[src/rtl/seg7_scan_mux_if.sv]
// Front-panel display bus: load strobe with packed hex data toward the
// scanner, multiplexed segment/anode pins and status back from it.
interface seg7_scan_mux_if #(
   parameter int N_DIGITS = 4
);
   logic                    JM1222HM_load;
   logic [4*N_DIGITS-1:0]   JM1222HM_value;
   logic [N_DIGITS-1:0]     JM1222HM_dp;
   logic [N_DIGITS-1:0]     JM1222HM_blank;
   logic [6:0]              JM1222HM_seg_n;
   logic                    JM1222HM_dp_n;
   logic [N_DIGITS-1:0]     JM1222HM_an_n;
   logic                    JM1222HM_busy;
   logic                    JM1222HM_frame;

   modport master (
      output JM1222HM_load, JM1222HM_value, JM1222HM_dp, JM1222HM_blank,
      input  JM1222HM_seg_n, JM1222HM_dp_n, JM1222HM_an_n, JM1222HM_busy,
             JM1222HM_frame
   );

   modport slave (
      input  JM1222HM_load, JM1222HM_value, JM1222HM_dp, JM1222HM_blank,
      output JM1222HM_seg_n, JM1222HM_dp_n, JM1222HM_an_n, JM1222HM_busy,
             JM1222HM_frame
   );
endinterface

[src/rtl/seg7_scan_mux.sv]
// Time-multiplexed hex seven-segment driver. A load captures the digits into
// a pending buffer; the pending buffer moves to the displayed buffer only on
// a frame boundary so a frame is never torn. One digit is lit per slot, with
// a short all-anodes-off dead time at the start of each slot.
// Optional macro SEG7_LZ_BLANK_EN: leading-zero suppression, computed at
// commit time and stored alongside the displayed buffer.
module seg7_scan_mux #(
   parameter int N_DIGITS  = 4,
   parameter int SCAN_DIV  = 50000,
   parameter int BLANK_CYC = 2
) (
   input  logic           JM1222HM_clk,
   input  logic           JM1222HM_rst_n,
   seg7_scan_mux_if.slave io
);

   localparam int PC_W  = (SCAN_DIV > 1) ? $clog2(SCAN_DIV) : 1;
   localparam int IDX_W = (N_DIGITS > 1) ? $clog2(N_DIGITS) : 1;
   localparam logic [PC_W-1:0]  PC_LAST  = PC_W'(SCAN_DIV - 1);
   localparam logic [IDX_W-1:0] IDX_LAST = IDX_W'(N_DIGITS - 1);

   logic [PC_W-1:0]              pc;
   logic [IDX_W-1:0]             idx;

   logic [N_DIGITS-1:0][3:0]     pend_val;
   logic [N_DIGITS-1:0]          pend_dp;
   logic [N_DIGITS-1:0]          pend_blank;
   logic [N_DIGITS-1:0][3:0]     disp_val;
   logic [N_DIGITS-1:0]          disp_dp;
   logic [N_DIGITS-1:0]          disp_dark;   // blank or suppressed, per digit
   logic                         busy;
   logic                         frame_q;

   logic [6:0]                   seg_q;
   logic                         dp_q;
   logic [N_DIGITS-1:0]          an_q;

   logic                         pc_wrap;
   logic                         boundary;
   logic                         commit;
   logic                         slot_on;
   logic [N_DIGITS-1:0]          lz_mask;
   logic [N_DIGITS-1:0]          an_next;

   assign pc_wrap  = (pc == PC_LAST);
   assign boundary = pc_wrap && (idx == IDX_LAST);
   assign commit   = boundary && busy;

   // Active-low gfedcba pattern for one hex digit.
   function automatic logic [6:0] hex_to_seg(input logic [3:0] h);
      logic [6:0] s;
      case (h)
         4'h0: s = 7'h40;
         4'h1: s = 7'h79;
         4'h2: s = 7'h24;
         4'h3: s = 7'h30;
         4'h4: s = 7'h19;
         4'h5: s = 7'h12;
         4'h6: s = 7'h02;
         4'h7: s = 7'h78;
         4'h8: s = 7'h00;
         4'h9: s = 7'h10;
         4'hA: s = 7'h08;
         4'hB: s = 7'h03;
         4'hC: s = 7'h46;
         4'hD: s = 7'h21;
         4'hE: s = 7'h06;
         default: s = 7'h0E;
      endcase
      return s;
   endfunction

   // Dead time: with no blanking cycles the slot is lit from its first cycle.
   generate
      if (BLANK_CYC == 0) begin : g_no_dead
         assign slot_on = 1'b1;
      end else begin : g_dead
         localparam logic [PC_W-1:0] BLANK_PC = PC_W'(BLANK_CYC);
         assign slot_on = (pc >= BLANK_PC);
      end
   endgenerate

`ifdef SEG7_LZ_BLANK_EN
   logic lz_run;

   // Leading-zero mask of the pending buffer, walking down from the top digit;
   // digit 0 is always shown.
   always_comb begin
      lz_run  = 1'b1;
      lz_mask = '0;
      for (int i = N_DIGITS - 1; i >= 1; i--) begin
         lz_run     = lz_run & (pend_val[i] == 4'h0) & ~pend_dp[i];
         lz_mask[i] = lz_run;
      end
   end
`else
   assign lz_mask = '0;
`endif

   // One-hot-low anode for the current digit, all off during dead time.
   always_comb begin
      an_next = '1;
      if (slot_on) an_next[idx] = 1'b0;
   end

   // Scan counters plus load/commit of the double buffer.
   always_ff @(posedge JM1222HM_clk) begin
      if (!JM1222HM_rst_n) begin
         pc         <= '0;
         idx        <= '0;
         pend_val   <= '0;
         pend_dp    <= '0;
         pend_blank <= '1;
         disp_val   <= '0;
         disp_dp    <= '0;
         disp_dark  <= '1;
         busy       <= 1'b0;
         frame_q    <= 1'b0;
      end else begin
         if (pc_wrap) begin
            pc  <= '0;
            idx <= (idx == IDX_LAST) ? '0 : idx + 1'b1;
         end else begin
            pc  <= pc + 1'b1;
         end

         frame_q <= commit;
         if (commit) begin
            disp_val  <= pend_val;
            disp_dp   <= pend_dp;
            disp_dark <= pend_blank | lz_mask;
         end

         // A load on the commit cycle keeps busy set for the next frame.
         if (io.JM1222HM_load) begin
            pend_val   <= io.JM1222HM_value;
            pend_dp    <= io.JM1222HM_dp;
            pend_blank <= io.JM1222HM_blank;
            busy       <= 1'b1;
         end else if (commit) begin
            busy       <= 1'b0;
         end
      end
   end

   // Registered pin drive from the current digit of the displayed buffer.
   always_ff @(posedge JM1222HM_clk) begin
      if (!JM1222HM_rst_n) begin
         seg_q <= 7'h7F;
         dp_q  <= 1'b1;
         an_q  <= '1;
      end else begin
         if (disp_dark[idx]) begin
            seg_q <= 7'h7F;
            dp_q  <= 1'b1;
         end else begin
            seg_q <= hex_to_seg(disp_val[idx]);
            dp_q  <= ~disp_dp[idx];
         end
         an_q <= an_next;
      end
   end

   assign io.JM1222HM_seg_n = seg_q;
   assign io.JM1222HM_dp_n  = dp_q;
   assign io.JM1222HM_an_n  = an_q;
   assign io.JM1222HM_busy  = busy;
   assign io.JM1222HM_frame = frame_q;

endmodule

[src/flat_wrapper.sv]
// flat-port wrapper written by rule: the top's interface ports become plain ports
module seg7_scan_mux_flat 
#(
   parameter int N_DIGITS  = 4,
   parameter int SCAN_DIV  = 50000,
   parameter int BLANK_CYC = 2
)
  (JM1222HM_clk, JM1222HM_rst_n, io_JM1222HM_load, io_JM1222HM_value, io_JM1222HM_dp, io_JM1222HM_blank, io_JM1222HM_seg_n, io_JM1222HM_dp_n, io_JM1222HM_an_n, io_JM1222HM_busy, io_JM1222HM_frame);
  seg7_scan_mux_if #(.N_DIGITS(N_DIGITS)) io_i ();
  input  logic JM1222HM_clk;
  input  logic JM1222HM_rst_n;
  input wire logic [$bits(io_i.JM1222HM_load)-1:0] io_JM1222HM_load;
  input wire logic [$bits(io_i.JM1222HM_value)-1:0] io_JM1222HM_value;
  input wire logic [$bits(io_i.JM1222HM_dp)-1:0] io_JM1222HM_dp;
  input wire logic [$bits(io_i.JM1222HM_blank)-1:0] io_JM1222HM_blank;
  output wire logic [$bits(io_i.JM1222HM_seg_n)-1:0] io_JM1222HM_seg_n;
  output wire logic [$bits(io_i.JM1222HM_dp_n)-1:0] io_JM1222HM_dp_n;
  output wire logic [$bits(io_i.JM1222HM_an_n)-1:0] io_JM1222HM_an_n;
  output wire logic [$bits(io_i.JM1222HM_busy)-1:0] io_JM1222HM_busy;
  output wire logic [$bits(io_i.JM1222HM_frame)-1:0] io_JM1222HM_frame;
  assign io_i.JM1222HM_load = io_JM1222HM_load;
  assign io_i.JM1222HM_value = io_JM1222HM_value;
  assign io_i.JM1222HM_dp = io_JM1222HM_dp;
  assign io_i.JM1222HM_blank = io_JM1222HM_blank;
  assign io_JM1222HM_seg_n = io_i.JM1222HM_seg_n;
  assign io_JM1222HM_dp_n = io_i.JM1222HM_dp_n;
  assign io_JM1222HM_an_n = io_i.JM1222HM_an_n;
  assign io_JM1222HM_busy = io_i.JM1222HM_busy;
  assign io_JM1222HM_frame = io_i.JM1222HM_frame;
  seg7_scan_mux #(.N_DIGITS(N_DIGITS), .SCAN_DIV(SCAN_DIV), .BLANK_CYC(BLANK_CYC)) u_core (.JM1222HM_clk(JM1222HM_clk), .JM1222HM_rst_n(JM1222HM_rst_n), .io(io_i));
endmodule
[config.mk]
export PLATFORM = sky130hd
export DESIGN_NAME = seg7_scan_mux_flat
export DESIGN_NICKNAME = d
export VERILOG_FILES = /design/src/rtl/seg7_scan_mux_if.sv /design/src/rtl/seg7_scan_mux.sv /design/src/flat_wrapper.sv
export SDC_FILE = /design/constraint.sdc
export NUM_CORES = 1
export LEC_CHECK = 0
export CORE_MARGIN = 2
export CORE_UTILIZATION = 30
export CTS_CLUSTER_SIZE = 28
export DETAILED_ROUTE_END_ITERATION = 16
export HOLD_SLACK_MARGIN = 0.06
export PLACE_DENSITY = 0.51
export SYNTH_ARGS = -nofsm -noshare
export SYNTH_HDL_FRONTEND = slang
export SYNTH_SLANG_ARGS = --single-unit
[constraint.sdc]
create_clock -name JM1222HM_clk -period 2.22 [get_ports JM1222HM_clk]
set_input_delay 0.222 -clock JM1222HM_clk [delete_from_list [all_inputs] [get_ports JM1222HM_clk]]
set_output_delay 0.222 -clock JM1222HM_clk [all_outputs]
set_load 0.01 [all_outputs]
==> reports/metrics.cfg <==
[run_status]
status=complete, but fails checks
violations=DRC

[power]
clkPwrFrac_pct=49.8
p_sw_share_pct=21.5
combPwrFrac_pct=4.8
powerDensity_nw_per_um2=738
irDropWorstVdd_mv=0.482
seqPwrFrac_pct=45.5
intPower_w=0.00258
leakage_nw=1.59
p_sw_w=0.000704

[worst_hold_path]
worstHoldPathType=reg -> reg
holdCritStartpoint=u_core.disp_val[1]
min_to=u_core.disp_val[1]
whs_path_depth=2

[synth]
synth_fp_nets=407
synth-seq-cells=80
ys_seq_area_share_pct=44.9
synth_async_sr_flop_share_pct=0
synth_top_cell_area_share_pct=44.9
postSynthAreaPerCell_um2=9.68
yosysUniqueCellTypes=46
synth_area_leaders=dfxtp_1 45%, mux2i_1 7.6%, o31ai_1 5.5%
syn_inst=368
syn-cell-area_um2=3560
synth_area_leader_cell=dfxtp_1
yosys_warnings=0
synth_edf_count=0
synth-main-ff-cell=dfxtp_1

[route]
vias=2767
avgRoutedWirePerCell_um=14.5
totalWireLength_mm=8.00
drtIter0Drc=97
vias_per_cell=5.02
antenna_left=0
drcViolationCount=5
firstDrtPassIters=10

[cells_and_area]
fin_cells=551
antenna_cells=0
fillers=1165
final_nets=442
drive_gt1_share_pct=10.3
area_growth_pct=24.8

[worst_setup_path]
crit_family=multiplexers
rr_worst_depth=5
worstSetupPathType=reg -> reg
cp_num_buf_inv=1
cp-end-kind=flip-flop
critPathMaxFanout=5
r2r_slack_ns=0.26
cpMostUsedCell=o211ai_1
r2r_end=u_core.io.JM1222HM_seg_n[1]
slowest_delay_ns=0.68
crit_required_ns=2.41
critPathLaunchType=flip-flop
worstPathCellList=mux4_1, inv_1, ha_1, o211ai_1, o211ai_1
r2r-start=u_core.idx[0]
cp.arrival_ns=2.15
slowest_stage=mux4_1

[timing]
drv_slew=0
fmaxAchievable_ghz=0.511
skew_ns=0.00825
worst_pin_slew_ns=0.750
min_period_over_period_pct=88.2
hold_viol_final=0
setup_violations=0
layout_setup_ws_ns=0.261
period_needed_ns=1.96
setup_tns_ns=0
relSlewSlack_pct=50.0
rsz0062_at_grt=no

[placement]
post-place-cells=535
hpwl_mm=5.55
gp_congestion=0.795
io_buffers=40
post-place-ws_ns=0.262

[global_route]
grt_pass1_vias=2692
grt_usage_pct=13.2
grt_max_degree=38
antenna_found_initial=0
grt_pass1_wl_mm=13.4
overflow=0

[clock_network]
hold_buffers=0
cts_tree=built
clk_latency_ns=0.34
clk_pin_slew_worst_paths_ns=0.06
cts_buffers=9
cts_sinks=80
cts_setup_buffers=0
cts_resized=0
htreeDepth=3
ctsLongestPathBuffers=2
clockRootBuffer=clkbuf_16

[floorplanning]
dieWidth_um=113
die_area_um2=12800
rows=39
die_h_um=113
start_util_pct=30.9
io_pins=41
core_area_um2=11500

[flow_run]
maxCapViolCount=0

## through the flow
stage	hold WS (ns)	util (%)	instance area, µm²	power, W
floorplan	0.350	-	3560	0.00160
detailed placement	0.457	35.7	4110	0.00168
global placement	0.454	35.7	4110	0.00168
finish	0.466	38.6	4450	0.00328
global route	0.495	38.6	4450	0.00339
CTS	0.466	38.6	4450	0.00332
## synth_stat cells (all sizes together), types with 2 or more instances
cell    count
nand3      11
a31oi       2
mux2i      27
and2        2
nor4        2
o211ai      2
dfxtp      80
buf        17
and4        3
clkbuf     13
o21ai       7
o31ai      26
or4         4
and3        2
mux4        6
xnor2       3
or3         3
nor3        5
xor2        6
o221ai      4
nand2      20
inv        12
ha         12
nor2       33
nand4      29
a21oi      30
## worst register-to-register path, delay by kind of cell, from the launching register on
kind,cells,cell delay [ns]
muxes,1,0.68
DFF,1,0.38
AOI/OAI and AO/OA,2,0.29
adders and majority gates,1,0.27
buffers and inverters,1,0.19
## cells in the final DEF, fill, tap and decap left out, types with 2 or more instances in the layout
master / count
o21ai_0: 5
dfxtp_1: 80
a31oi_1: 2
mux4_2: 2
nor3_1: 4
and4_1: 2
ha_1: 12
buf_4: 13
and2_1: 2
xnor2_1: 3
xor2_1: 6
inv_1: 11
mux2i_1: 27
nor2_1: 33
nand2_1: 20
o221ai_1: 4
or3_1: 2
mux4_1: 4
nand3_1: 10
clkbuf_16: 9
or4_1: 4
and3_1: 2
a21oi_1: 30
o31ai_1: 26
clkinvlp_4: 2
bufinv_16: 2
o211ai_1: 2
nand4_1: 28
clkinv_4: 2
clkdlybuf4s50_1: 40
## cells by family after synthesis
family | count (synthesis) | share of synthesized area, %
AO/OA/AOI/OAI | 73 | 13.0
XOR/XNOR | 9 | 2.21
adder cells (fa/ha/maj) | 12 | 4.21
buffers and inverters | 42 | 5.37
flip-flops | 80 | 44.9
multiplexers | 34 | 12.2
AND/OR/NAND/NOR | 118 | 18.0
## final cells by class
class,instances,area (µm²),share of cell area (%)
multi-input combinational,246,1770,39.8
sequential,80,1600,36.0
timing repair buffer,54,518,11.7
clock buffer,10,239,5.38
tap,143,179,4.02
clock inverter,6,92.6,2.08
inverter,12,45.0,1.01
## registers in the layout (all words and copies together) (netlist names)
| signal | cells |
|---|---|
| u_core.pc | 16 |
| u_core.idx | 2 |
| u_core.io.JM1222HM_frame | 1 |
| u_core.pend_blank | 4 |
| u_core.pend_val | 16 |
| u_core.io.JM1222HM_busy | 1 |
| u_core.disp_dp | 4 |
| u_core.io.JM1222HM_dp_n | 1 |
| u_core.disp_dark | 4 |
| u_core.io.JM1222HM_an_n | 4 |
| u_core.disp_val | 16 |
| u_core.io.JM1222HM_seg_n | 7 |
| u_core.pend_dp | 4 |
## worst max path at each step
stage,from,to,cells past startpoint
2_1_floorplan,u_core.idx[0],u_core.io.JM1222HM_seg_n[3],6
3_3_place_gp,u_core.idx[0],u_core.io.JM1222HM_seg_n[3],5
5_1_grt,u_core.idx[0],u_core.io.JM1222HM_seg_n[3],7
4_1_cts,u_core.idx[0],u_core.io.JM1222HM_seg_n[3],7
3_5_place_dp,u_core.idx[0],u_core.io.JM1222HM_seg_n[1],5
6_report,u_core.idx[0],u_core.io.JM1222HM_seg_n[1],5
## power groups by stage
stage               combinational [W]  sequential [W]  clock [W]
finish                       0.000156         0.00149    0.00163
global route                 0.000172         0.00150    0.00172
CTS                          0.000158         0.00149    0.00167
detailed placement           0.000158         0.00152          0
global placement             0.000156         0.00152          0
floorplan                   0.0000795         0.00152          0
## metal layers
| metal | global-route usage [%] | up-vias | wire length, µm |
|---|---|---|---|
| met5 | 0 | - | 0 |
| met4 | 5.37 | 0 | 103 |
| met3 | 3.32 | 8 | 215 |
| met2 | 20.3 | 32 | 3630 |
| met1 | 17.8 | 1307 | 4050 |
| li1 | - | 1420 | - |
No activity file was read; power rests on OpenSTA's default activity.
